$ cat src/rtl/uart_cmd_tx.sv
// Serialises a latched NUM_BYTES command buffer as back-to-back 8N1 UART bytes, byte 0 first.
// A frame starts from IDLE on uart_start and ends with a one-cycle done pulse.
module uart_cmd_tx #(
   parameter int CLKS_PER_BIT = 434,
   parameter int NUM_BYTES    = 12
) (
   input  logic                       clk,
   input  logic                       rst_n,
   input  logic                       uart_start,
   input  logic [NUM_BYTES-1:0][7:0]  cmd_buf,
   output logic                       tx,
   output logic                       busy,
   output logic                       done,
   output logic [1:0]                 state_dbg
);

   localparam int CNT_W  = (CLKS_PER_BIT > 2) ? $clog2(CLKS_PER_BIT) : 1;
   localparam int BYTE_W = (NUM_BYTES > 2) ? $clog2(NUM_BYTES) : 1;
   localparam logic [CNT_W-1:0]  CNT_LAST  = CNT_W'(CLKS_PER_BIT - 1);
   localparam logic [BYTE_W-1:0] BYTE_LAST = BYTE_W'(NUM_BYTES - 1);

   typedef enum logic [1:0] {
      IDLE  = 2'd0,
      START = 2'd1,
      DATA  = 2'd2,
      STOP  = 2'd3
   } state_t;

   state_t                      state, state_n;
   logic [CNT_W-1:0]            bit_cnt, bit_cnt_n;
   logic [2:0]                  bit_idx, bit_idx_n;
   logic [BYTE_W-1:0]           byte_idx, byte_idx_n;
   logic                        tx_n, done_n, load;
   logic [NUM_BYTES-1:0][7:0]   shadow;
   logic                        tick;

   assign tick      = (bit_cnt == CNT_LAST);
   assign busy      = (state != IDLE);
   assign state_dbg = state;

   always_ff @(posedge clk or negedge rst_n) begin
      if (!rst_n) begin
         state    <= IDLE;
         bit_cnt  <= '0;
         bit_idx  <= '0;
         byte_idx <= '0;
         tx       <= 1'b1;
         done     <= 1'b0;
         shadow   <= '0;
      end else begin
         state    <= state_n;
         bit_cnt  <= bit_cnt_n;
         bit_idx  <= bit_idx_n;
         byte_idx <= byte_idx_n;
         tx       <= tx_n;
         done     <= done_n;
         if (load) shadow <= cmd_buf;
      end
   end

   // tx_n is the line level for the state being entered, so tx stays registered
   always_comb begin
      state_n    = state;
      bit_cnt_n  = (state == IDLE || tick) ? '0 : bit_cnt + CNT_W'(1);
      bit_idx_n  = bit_idx;
      byte_idx_n = byte_idx;
      tx_n       = tx;
      done_n     = 1'b0;
      load       = 1'b0;
      case (state)
         IDLE: begin
            tx_n = 1'b1;
            if (uart_start) begin
               load       = 1'b1;
               byte_idx_n = '0;
               bit_idx_n  = '0;
               state_n    = START;
               tx_n       = 1'b0;
            end
         end
         START: begin
            if (tick) begin
               state_n = DATA;
               tx_n    = shadow[byte_idx][bit_idx];
            end
         end
         DATA: begin
            if (tick) begin
               bit_idx_n = bit_idx + 3'd1;
               if (bit_idx == 3'd7) begin
                  state_n = STOP;
                  tx_n    = 1'b1;
               end else begin
                  tx_n = shadow[byte_idx][bit_idx_n];
               end
            end
         end
         STOP: begin
            if (tick) begin
               if (byte_idx < BYTE_LAST) begin
                  byte_idx_n = byte_idx + BYTE_W'(1);
                  state_n    = START;
                  tx_n       = 1'b0;
               end else begin
                  state_n = IDLE;
                  done_n  = 1'b1;
                  tx_n    = 1'b1;
               end
            end
         end
         default: state_n = IDLE;
      endcase
   end

endmodule
$ cat config.mk
export PLATFORM = sky130hd
export DESIGN_NAME = uart_cmd_tx
export DESIGN_NICKNAME = d
export VERILOG_FILES = /design/src/rtl/uart_cmd_tx.sv
export SDC_FILE = /design/constraint.sdc
export NUM_CORES = 1
export LEC_CHECK = 0
export ABC_AREA = 0
export CAP_MARGIN = 20
export CORE_MARGIN = 5
export CORE_UTILIZATION = 59
export CTS_BUF_LIST = sky130_fd_sc_hd__clkbuf_4
export DETAILED_ROUTE_END_ITERATION = 10
export PLACE_DENSITY = 0.95
export RECOVER_POWER = 100
export SYNTH_ARGS = -nofsm -noshare
export SYNTH_HDL_FRONTEND = slang
export SYNTH_SLANG_ARGS = --single-unit
$ cat constraint.sdc
create_clock -name clk -period 5.2 [get_ports clk]
set_input_delay 1.04 -clock clk [delete_from_list [all_inputs] [get_ports clk]]
set_output_delay 1.04 -clock clk [all_outputs]
set_load 0.01 [all_outputs]
==> summary.md <==
| Metric | Value |
|---|---|
| Clk_lat worst skew | `0.49 ns` |
| Crit Reg-Reg Startpoint | `state_dbg[0]$_DFFE_PN0P_` |
| Ranking of synthesized cells by instance count | `115 x dfrtp_1, 96 x mux2_2, 26 x nand2_1` |
| CTS Buf Count | `17` |
| Initial antenna violation count | `0` |
| Standard-cell rows | `35` |
| Area occupied by multi-input gates | `~0.0026 mm^2` |
| Fill count | `between 500 and 600` |
| Worst slew pin tran | `1.59 ns` |
| Worst Hold Class | `flip-flop to flip-flop` |
| # Post-CTS Setup Buffers | `0` |
| Die Y | `roughly 110 um` |
| Depth of the worst register-to-register path | `5` |
| Vias in the first global route | `around 4300` |
| Vias/cell | `6.08` |
| Clock sink count | `about 120` |
| Buf+Inv Stages, Crit Path | `2` |
| Max-cap violation count | `3` |
| CP Depth | `4` |
| VDD IR max | `roughly 0.00025 V` |
| Setup crit start kind | `input port` |
| Final Hold Fails | `0` |
| Largest net degree at the start of global routing | `84` |
| Layout cells sized above 1 | `26.7%` |
| Via count | `about 4000` |
| P&R area growth vs syn | `24.0%` |
| Die Area | `approximately 0.012 mm^2` |
| Worst path top cell family by delay | `buffers and inverters` |
| Post_cts resized | `0` |
| TritonCTS clock tree | `done` |
| Mean Syn Cell Area | `between 10 and 15 um^2` |
| Pwr Density | `528 mW/mm^2` |
| RSZ-0062 raised after global routing | `false` |
| Final nets | `between 600 and 700` |
| CP max-delay cell | `clkbuf_2` |
| I/O pin count | `between 100 and 150` |
| Area leader, netlist | `dfrtp_1` |
| Reg clk slew, reported paths | `approximately 0.10 ns` |
| CP Class | `input port to flip-flop` |
| Crit end category | `flip-flop` |
| Worst setup path end | `shadow[82]$_DFFE_PN0P_` |
| Post-Route WL | `12.9 mm` |
| Die Wd | `between 100 and 150 um` |
| Synthesized area | `between 0.005 and 0.006 mm^2` |
| Top FF cell, synth | `dfrtp_1` |
| Maximum clock frequency | `approximately 250 MHz` |
| Worst Path Required | `about 5.6 ns` |
| Clk buf depth | `2` |
| Antenna Nets Post-Route | `0` |
| YS warnings | `0` |
| R2R Setup Slk | `approximately 1.5 ns` |
| Final worst hold slack | `just over 0.5 ns` |
| Seq/Total Area, Yosys | `around half` |
| Routing usage on met1 | `between 20 and 30%` |
| Share of synthesized registers carrying an async set or reset | `100%` |
| M2 GR Usage | `around two fifths` |
| Htree depth | `4` |
| Top-area cell type share of the netlist area | `50.5%` |
| Final critical-path required period | `approximately 4 ns` |
| RR Endpoint | `shadow[82]$_DFFE_PN0P_` |
| Worst rel slew slack | `-5.85%` |
| Top-count cell post-synth | `dfrtp_1` |
| Outcome | `finished, violations left` |
| Overflow after GRT | `0` |
| Fin util | `75.7%` |
| Seq cells post-synth | `116` |
| GRT Max-Usage Layer | `met2` |
| Worst path max stage delay | `between 1 and 1.5 ns` |
| Setup violators final | `0` |
| Ratio of final minimum period to clock period | `between 70% and 80%` |
| Final Skew | `roughly 0.018 ns` |
| Final Max Tran Viols | `123` |
| Post-Syn Nets | `530` |
| DRC | `0` |
| Post-synth EDFFs | `0` |
| Fin Setup TNS | `0 ns` |
| DRT iter0 DRCs | `approximately 350` |
| Hold Buf Count CTS | `0` |
| First-pass GRT wire length | `~21 mm` |
| I/O Buffers | `between 100 and 150` |
| Failing checks | `max-capacitance violations, max-slew violations` |
| Syn Inst Count | `between 400 and 500` |
| Starting Density | `61.1%` |
| M3 GR Usage | `6.75%` |
| First element of the critical path | `uart_start` |
| Root Driver | `clkbuf_4` |
| Yosys cell types | `49` |
| Ant. Diodes | `0` |
| Critical Path, Cell by Cell | `dlygate4sd3_1 > nand2_1 > clkbuf_2 > mux2_2` |
| DR WL/cell | `19.3 um` |
| Largest fanout on the critical path | `67` |
| Core Region | `between 0.009 and 0.01 mm^2` |
| Power Total | `around 3700 uW` |
| Placer Congestion | `0.904` |
| TritonRoute pass-1 iters | `5` |
| Top post-synthesis cells by area | `dfrtp_1 51%, mux2_2 19%, mux4_1 5.5%` |
| Dpl hpwl | `around 9 mm` |
| Register area | `between 0.002 and 0.003 mm^2` |
| Pre-CTS setup slack | `2.37 ns` |
| PnR worst setup slack | `1.20 ns` |
| Pleak | `0.00289 uW` |
| Arr. time, crit path | `approximately 4.4 ns` |
| Total GRT Usage | `around 23%` |
cell usage in the layout (no fill, tap or decap), types with 2 or more instances in the layout:
cell type / n
dfrtp_1: 115
clkdlybuf4s50_1: 96
mux2_2: 95
nand2_1: 26
o21ai_0: 18
nor2_1: 17
clkbuf_4: 17
inv_1: 14
mux4_1: 12
nand3_1: 11
mux4_2: 11
a21oi_1: 9
ha_1: 9
nand4_1: 7
a22oi_1: 6
dlygate4sd3_1: 6
mux2i_1: 5
clkinv_2: 4
or3_1: 3
xnor2_1: 3
a21boi_0: 3
a2111oi_0: 3
clkinvlp_4: 3
bufinv_16: 3
xor2_1: 2
a221o_1: 2
and2b_1: 2
o2111ai_1: 2
a32oi_1: 2
o22ai_1: 2
a31oi_1: 2
clkinv_4: 2
buf_4: 2
state kept, by name (all words and copies together), names as in the netlist:
| name | cells |
|---|---|
| state_dbg | 2 |
| byte_idx | 4 |
| bit_cnt | 9 |
| shadow | 96 |
| done | 1 |
| tx | 1 |
| bit_idx | 3 |
cell families after synthesis:
| group | synth area share [%] |
|---|---|
| buffers and inverters | 3.65 |
| DFF | 51.0 |
| xor gates and xnor gates | 0.769 |
| AOI/OAI and AO/OA | 7.07 |
| muxes | 29.7 |
| and+or+nand+nor | 5.80 |
| adders and majority gates | 1.98 |
power by group:
part / total [uW] / switching (uW) / internal [uW]
clock network: 675 / 347 / 328
logic: 1470 / 610 / 855
registers: 1590 / 263 / 1320
final cells by class:
cell class | instances | area share, %
Sequential cell | 116 | 41.1
Multi-Input combinational cell | 268 | 36.6
Timing Repair Buffer | 107 | 15.2
Clock inverter | 14 | 2.30
Tap cell | 129 | 2.29
Clock buffer | 17 | 1.81
Inverter | 14 | 0.744
per-layer routing:
metal,up-vias,part of all wire (%),wire length [um]
met1,2013,38,4910
met2,189,51,6560
met5,-,0,0
li1,1788,-,-
met4,0,2.8,363
met3,52,8.0,1020
how the worst min path moves through the flow:
stage,from,to,depth (start not counted)
3_5_place_dp,shadow[72]$_DFFE_PN0P_,shadow[72]$_DFFE_PN0P_,1
6_report,shadow[66]$_DFFE_PN0P_,shadow[66]$_DFFE_PN0P_,1
3_3_place_gp,shadow[83]$_DFFE_PN0P_,shadow[83]$_DFFE_PN0P_,1
5_1_grt,shadow[72]$_DFFE_PN0P_,shadow[72]$_DFFE_PN0P_,1
2_1_floorplan,shadow[14]$_DFFE_PN0P_,shadow[14]$_DFFE_PN0P_,1
4_1_cts,shadow[72]$_DFFE_PN0P_,shadow[72]$_DFFE_PN0P_,1
stage by stage:
stage | cells | instance area [um^2]
after floorplan | 422 | 5700
after global placement | 632 | 6750
after detailed placement | 633 | 6780
after CTS | 664 | 7070
after global routing | 665 | 7060
final | 665 | 7060
No activity file was read; power rests on OpenSTA's default activity.
